**src/rtl/rsc_encoder.sv**
```systemverilog
// LTE constituent RSC encoder: one (sys, par) pair per accepted bit, then three
// termination pairs; one-cycle latency, output register stalls input when out_ready is low.
module rsc_encoder #(
    parameter int KMAX = 6144,
    parameter int LW   = 13
) (
    input  logic          Clock,
    input  logic          Reset,
    input  logic          start,
    input  logic [LW-1:0] frame_len,
    output logic          len_err,
    input  logic          in_valid,
    output logic          in_ready,
    input  logic          in_bit,
    output logic          out_valid,
    input  logic          out_ready,
    output logic          out_sys,
    output logic          out_par,
    output logic          out_tail,
    output logic          out_last,
    output logic          busy
);

    typedef enum logic [1:0] {IDLE, DATA, TAIL, FLUSH} state_t;

    state_t        state_q, state_d;
    logic          s1_q, s1_d, s2_q, s2_d, s3_q, s3_d;
    logic [LW-1:0] cnt_q, cnt_d;
    logic [LW-1:0] k_q, k_d;
    logic [1:0]    tail_cnt_q, tail_cnt_d;
    logic          out_valid_q, out_valid_d;
    logic          out_sys_q, out_sys_d;
    logic          out_par_q, out_par_d;
    logic          out_tail_q, out_tail_d;
    logic          out_last_q, out_last_d;
    logic          len_err_q, len_err_d;

    logic          load_ok;
    logic          fb_a;

    // The output register may be reloaded when empty or drained this cycle.
    assign load_ok  = !out_valid_q || out_ready;
    assign in_ready = !Reset && (state_q == DATA) && load_ok;
    assign busy     = !Reset && (state_q != IDLE);
    assign fb_a     = in_bit ^ s2_q ^ s3_q;

    always_comb begin
        state_d     = state_q;
        s1_d        = s1_q;
        s2_d        = s2_q;
        s3_d        = s3_q;
        cnt_d       = cnt_q;
        k_d         = k_q;
        tail_cnt_d  = tail_cnt_q;
        out_valid_d = out_valid_q;
        out_sys_d   = out_sys_q;
        out_par_d   = out_par_q;
        out_tail_d  = out_tail_q;
        out_last_d  = out_last_q;
        len_err_d   = 1'b0;

        if (out_valid_q && out_ready) begin
            out_valid_d = 1'b0;
        end

        case (state_q)
            IDLE: begin
                if (start) begin
                    if (frame_len >= LW'(40) && frame_len <= LW'(KMAX)) begin
                        k_d        = frame_len;
                        s1_d       = 1'b0;
                        s2_d       = 1'b0;
                        s3_d       = 1'b0;
                        cnt_d      = '0;
                        tail_cnt_d = '0;
                        state_d    = DATA;
                    end else begin
                        len_err_d = 1'b1;
                    end
                end
            end
            DATA: begin
                if (in_valid && in_ready) begin
                    s1_d        = fb_a;
                    s2_d        = s1_q;
                    s3_d        = s2_q;
                    out_sys_d   = in_bit;
                    out_par_d   = fb_a ^ s1_q ^ s3_q;
                    out_tail_d  = 1'b0;
                    out_last_d  = 1'b0;
                    out_valid_d = 1'b1;
                    cnt_d       = cnt_q + LW'(1);
                    if (cnt_q + LW'(1) == k_q) begin
                        state_d = TAIL;
                    end
                end
            end
            TAIL: begin
                // Feedback input cancels the feedback sum, so a = 0 and the trellis drains to 000.
                if (load_ok) begin
                    s1_d        = 1'b0;
                    s2_d        = s1_q;
                    s3_d        = s2_q;
                    out_sys_d   = s2_q ^ s3_q;
                    out_par_d   = s1_q ^ s3_q;
                    out_tail_d  = 1'b1;
                    out_last_d  = (tail_cnt_q == 2'd2);
                    out_valid_d = 1'b1;
                    tail_cnt_d  = tail_cnt_q + 2'd1;
                    if (tail_cnt_q == 2'd2) begin
                        state_d = FLUSH;
                    end
                end
            end
            FLUSH: begin
                if (out_valid_q && out_ready) begin
                    state_d = IDLE;
                end
            end
            default: state_d = IDLE;
        endcase
    end

    always_ff @(posedge Clock) begin
        if (Reset) begin
            state_q     <= IDLE;
            s1_q        <= 1'b0;
            s2_q        <= 1'b0;
            s3_q        <= 1'b0;
            cnt_q       <= '0;
            k_q         <= '0;
            tail_cnt_q  <= '0;
            out_valid_q <= 1'b0;
            out_sys_q   <= 1'b0;
            out_par_q   <= 1'b0;
            out_tail_q  <= 1'b0;
            out_last_q  <= 1'b0;
            len_err_q   <= 1'b0;
        end else begin
            state_q     <= state_d;
            s1_q        <= s1_d;
            s2_q        <= s2_d;
            s3_q        <= s3_d;
            cnt_q       <= cnt_d;
            k_q         <= k_d;
            tail_cnt_q  <= tail_cnt_d;
            out_valid_q <= out_valid_d;
            out_sys_q   <= out_sys_d;
            out_par_q   <= out_par_d;
            out_tail_q  <= out_tail_d;
            out_last_q  <= out_last_d;
            len_err_q   <= len_err_d;
        end
    end

    assign out_valid = out_valid_q;
    assign out_sys   = out_sys_q;
    assign out_par   = out_par_q;
    assign out_tail  = out_tail_q;
    assign out_last  = out_last_q;
    assign len_err   = len_err_q;

endmodule

```
**config.mk**
```make
export PLATFORM = sky130hd
export DESIGN_NAME = rsc_encoder
export DESIGN_NICKNAME = d
export VERILOG_FILES = /design/src/rtl/rsc_encoder.sv
export SDC_FILE = /design/constraint.sdc
export NUM_CORES = 1
export LEC_CHECK = 0
export ABC_CLOCK_PERIOD_IN_PS = 4800
export CORE_MARGIN = 3
export CORE_UTILIZATION = 61
export DETAILED_ROUTE_END_ITERATION = 10
export GPL_ROUTABILITY_DRIVEN = 0
export GPL_TIMING_DRIVEN = 0
export PLACE_DENSITY = 0.91
export SYNTH_ARGS = -nofsm -noshare
export SYNTH_HDL_FRONTEND = slang
export SYNTH_SLANG_ARGS = --single-unit
```
**constraint.sdc**
```tcl
create_clock -name Clock -period 4.8 [get_ports Clock]
set_clock_uncertainty 0.15 [all_clocks]
set_input_delay 1.2 -clock Clock [delete_from_list [all_inputs] [get_ports Clock]]
set_output_delay 1.2 -clock Clock [all_outputs]
set_load 0.005 [all_outputs]
```
---- Word-level counts from Yosys, hierarchy flattened ----
Index checks and enable logic that the tools add are counted.
W data, S select, Z words.
storage, ports and cells
  bits of input ports ..................... 19
  word-level logic and storage cells ...... 102
  register bits after elaboration ......... 39
cells by class
  bitwise operators ....................... 8
  add/sub/neg operators ................... 2
  reductions and logical operators ........ 22
  equality and inequality tests ........... 12
  $lt $le $gt $ge ......................... 2
  muxes and demuxes ....................... 43
operator list
  cell                     count
  $mux W13                 3
  $pmux W13 S2             1
  $mux W2                  10
  $mux W1                  19
  $add A13 B1 Y13 const B  1
  $eq A13 B13 Y1           1
  $ge A13 B6 Y1 const B    1
  $le A13 B13 Y1 const B   1
  $ne A2 B2 Y1 const B     5
  $pmux W1 S2              5
  $pmux W1 S3              3
  $pmux W2 S4              1
  $reduce_and A4 Y1        2
  $reduce_bool A2 Y1       4
  $reduce_and A7 Y1        1
  $eq A2 B2 Y1 const B     3
  $logic_and A1 B1 Y1      6
  $reduce_and A3 Y1        2
  $xor A1 B1 Y1            6
  $reduce_and A5 Y1        1
  $ne A2 B1 Y1 const B     2
  $pmux W2 S2              1
  $reduce_bool A3 Y1       1
  $reduce_or A3 Y1         1
  other kinds (6)          8

---- Logic depth before layout (Yosys ltp) ----
Gate-level depths: netlist (run 1).
  depth in word-level cells ............... 6
  gate-level depth with buffers ........... 9
  gate-level depth less buffers ........... 8

---- Worst setup path before layout (run 1) ----
Ideal clock, no wire load.
  path type ............................... input to output
  start ................................... in Reset
  end ..................................... out busy
  cell stages on the path ................. 4
  path slack .............................. 1.381 ns
  arrival ................................. 2.069 ns
  buffers on the path ..................... 3
  data required time ...................... 3.450 ns
  cell sequence ........................... clkbuf_1 > clkbuf_1 > clkbuf_1 > nor2_1
between the ends
  cells in the longest elaborated chain, start to end .. 2
ends and longest elaborated chain
  element              line  text
  start, declared      8     input logic Reset,
  $logic_not A1 Y1     44    assign busy = !Reset && (state_q != IDLE);
  $logic_and A1 B1 Y1  44
  end, declared        21    output logic busy
Every way passes these cells.

---- Worst setup path in the final report (run 1) ----
Ends and elaborated chain as after synthesis.

==> impl_metrics.csv, run 1 <==
group,metric,value,unit
logic_synthesis,synth_area,2460,um2
logic_synthesis,synthArstFlopShare,0,%
logic_synthesis,gate_count_of_the_mapped_netlist,300,
final_layout,drive_above_1_share,7.51,%
route,antenna_violating_nets_left,0,
job,max_cap_viol_count,0,
grt,grt_usage,26.6,%
grt,grt_pass1_wl,10.4,mm
timing,grt_setup_unrepaired,"false",
worst_setup_path,critical_path.endpoint_type,"output port",
place,place_hpwl,4.56,mm
worst_setup_path,path_class,"in -> out",
timing,timing_max_transition_violations_final,0,
final_layout,area_added_between_synthesis_and_finish,17.6,%
logic_synthesis,synth_nets,325,
floorplan,core-area,3770,um2
grt,antenna_found_initial,0,
final_layout,mostFrequentLayoutCell,"sky130_fd_sc_hd__dfxtp_1",
pwr,p_per_area,381,nW/um2
grt,top_usage_layer,"met2",
worst_setup_path,rr_worst_depth,8,
logic_synthesis,synth_top_area_cell,"sky130_fd_sc_hd__dfxtp_1",
worst_setup_path,cp.required,3.45,ns
timing,final_setup_fails,0,
grt,grt_start_max_net_pins,14,
route,via_per_inst,6.42,
worst_setup_path,worstSetupStartpointType,"input pin",
timing,worst-slew-pin-transition,0.765,ns
route,routed_wirelength,6.39,mm
logic_synthesis,synth_ff_type,"sky130_fd_sc_hd__dfxtp_1",
floorplan,initial_utilization,65.2,%
logic_synthesis,synth_warnings,0,
final_layout,finalNetCount,357,
logic_synthesis,yosys-top-cells-area,"sky130_fd_sc_hd__dfxtp_1 32%, sky130_fd_sc_hd__mux2i_1 6.5%, sky130_fd_sc_hd__nor2_1 5.7%",
logic_synthesis,synthDistinctLibCells,58,
logic_synthesis,ys_seq_area_share,31.8,%
clock_network,htree_levels,2,
place,place.port_buffers,25,
clock_network,path_clk_slew,0.08,ns
clock_network,post-cts-setup-buffers,0,
place,dpl_cell_area,2770,um2
status,run_status,"finished, final reports clean",
floorplan,io-pin-count,27,
floorplan,fp.dieH,69.5,um
grt,grt_use_met2,43.6,%
clock_network,cts.sink_count,39,
hold_path,hp-class,"reg -> reg",
route,post-route-drc-count,0,
hold_path,min_delay_path_depth,2,
worst_setup_path,crit_arrival,2.91,ns
logic_synthesis,ff_latch_count_synth,39,
clock_network,tritoncts.num_buffers,5,
timing,final.period_utilization,88.8,%
timing,final_period_minus_worst_setup_slack,4.26,ns
logic_synthesis,postSynthAreaPerCell,8.19,um2
grt,overflow_after_grt,0,
clock_network,max-clock-path-buffers,2,
floorplan,placement_rows,22,
floorplan,die_footprint,4830,um2
clock_network,tritoncts,"done",
final_layout,layout.cell_area.non_filler,2890,um2
route,detail_route.first_pass.iterations,5,
final_layout,mostFrequentLayoutCells,"39 x sky130_fd_sc_hd__dfxtp_1, 37 x sky130_fd_sc_hd__nor2_1, 25 x sky130_fd_sc_hd__clkdlybuf4s50_1",
final_layout,antenna-diode-count,0,
timing,tns,0,ns
timing,hold-worst-slack,0.309,ns
route,routed_length_per_placed_instance,16.8,um
clock_network,root_buffer,"sky130_fd_sc_hd__clkbuf_8",
clock_network,cts_repair_resize_count,0,
clock_network,holdBufCountCts,0,
pwr,static-leakage-power,0.00108,uW
final_layout,fillerInstances,262,
grt,grt_pass1_vias,2248,
worst_setup_path,cp_max_fo,10,
pwr,power.ir.vdd_worst,0.268,mV
floorplan,fp.dieW,69.5,um
timing,timing.max_slew.rel_slack,49.0,%
route,initialDrtViolationCount,237,
logic_synthesis,synth_edf_count,0,
clock_network,worst_skew_pair.late_latency,0.30,ns
timing,final_hold_viol_count,0,
timing,fmaxAchievable,235,MHz
grt,use_met3,3.33,%
grt,use_met1,34.0,%
logic_synthesis,synth_largest_type_area_fraction,31.8,%
worst_setup_path,reg2reg_setup_slack,1.76,ns
route,num_vias,2446,
## cell usage after synthesis, types with 5 or more instances
master / number
sky130_fd_sc_hd__o2111ai_1: 5
sky130_fd_sc_hd__ha_1: 6
sky130_fd_sc_hd__mux2i_1: 16
sky130_fd_sc_hd__nand2_1: 15
sky130_fd_sc_hd__clkbuf_1: 13
sky130_fd_sc_hd__o21ai_0: 20
sky130_fd_sc_hd__a21oi_1: 20
sky130_fd_sc_hd__inv_1: 10
sky130_fd_sc_hd__nand3b_1: 7
sky130_fd_sc_hd__xnor2_1: 15
sky130_fd_sc_hd__nor2b_1: 5
sky130_fd_sc_hd__nor2_1: 37
sky130_fd_sc_hd__dfxtp_1: 39
sky130_fd_sc_hd__and2_1: 8
sky130_fd_sc_hd__nand3_1: 7
## per-layer routing
layer  routed length [um]  part of all wire, %  up-vias
met5                    0                    0        -
met4                  144                  2.3        0
met3                  421                  6.6       16
met2                 3070                   48      118
met1                 2760                   43     1149
li1                     -                    -     1163
## worst max-delay path, cell delays in order
cell and delay (ns):
sky130_fd_sc_hd__clkbuf_1 0.26, sky130_fd_sc_hd__clkbuf_1 0.46, sky130_fd_sc_hd__clkbuf_1 0.43, sky130_fd_sc_hd__nor2_1 0.09, sky130_fd_sc_hd__clkdlybuf4s50_1 0.46
## layout make-up
cell class,count,area (um2),area share (%)
inverter,10,37.5,1.30
clock inverter,2,38.8,1.34
timing repair buffer,25,250,8.66
buffer,16,63.8,2.21
clock buffer,6,82.6,2.86
sequential,39,781,27.0
multi-input combinational,235,1580,54.5
tap,48,60.1,2.08
## path summary, 6_finish.rpt
| check | start | to |
|---|---|---|
| min reg2reg | out_sys | out_sys |
| min | out_sys | out_sys |
| max | Reset | busy |
| max reg2reg | cnt_q[0] | state_q[1] |
## cell families after synthesis
logic type | Yosys count | synth area share, %
XOR/XNOR | 19 | 6.77
flip-flops | 39 | 31.8
AO/OA/AOI/OAI | 78 | 21.0
buffers and inverters | 26 | 4.12
multiplexers | 16 | 6.52
adder cells (fa/ha/maj) | 6 | 3.05
AND/OR/NAND/NOR | 116 | 26.7
## per-stage QoR
step	cells	utilization, %	setup WS, ns	total power (uW)
detailed placement	373	73.4	0.568	794
global placement	373	73.4	0.577	781
floorplan	300	-	1.38	670
global route	381	76.6	0.410	1150
CTS	381	76.6	0.571	1090
finish	381	76.6	0.538	1100
## report_power, final
part | total, uW | switching [uW] | internal (uW)
clock | 298 | 127 | 171
sequential | 384 | 29.2 | 355
combinational | 417 | 242 | 175
## flip-flops by register name, indices dropped and copies added (netlist names), 2 cells and up
signal / count
tail_cnt_q: 2
state_q: 2
cnt_q: 13
k_q: 13
Note: power is estimated with default switching activity, not from simulation.
==> run 2: changes to the inputs <==
--- a/config.mk
+++ b/config.mk
@@ -5,7 +5,9 @@
 export SDC_FILE = /design/constraint.sdc
 export NUM_CORES = 1
 export LEC_CHECK = 0
+export ABC_AREA = 0
 export ABC_CLOCK_PERIOD_IN_PS = 4800
+export CAP_MARGIN = 20
 export CORE_MARGIN = 3
 export CORE_UTILIZATION = 61
 export DETAILED_ROUTE_END_ITERATION = 10
==> results of run 2 <==
No change in the layout: final DEF, timing and power equal those of run 1.
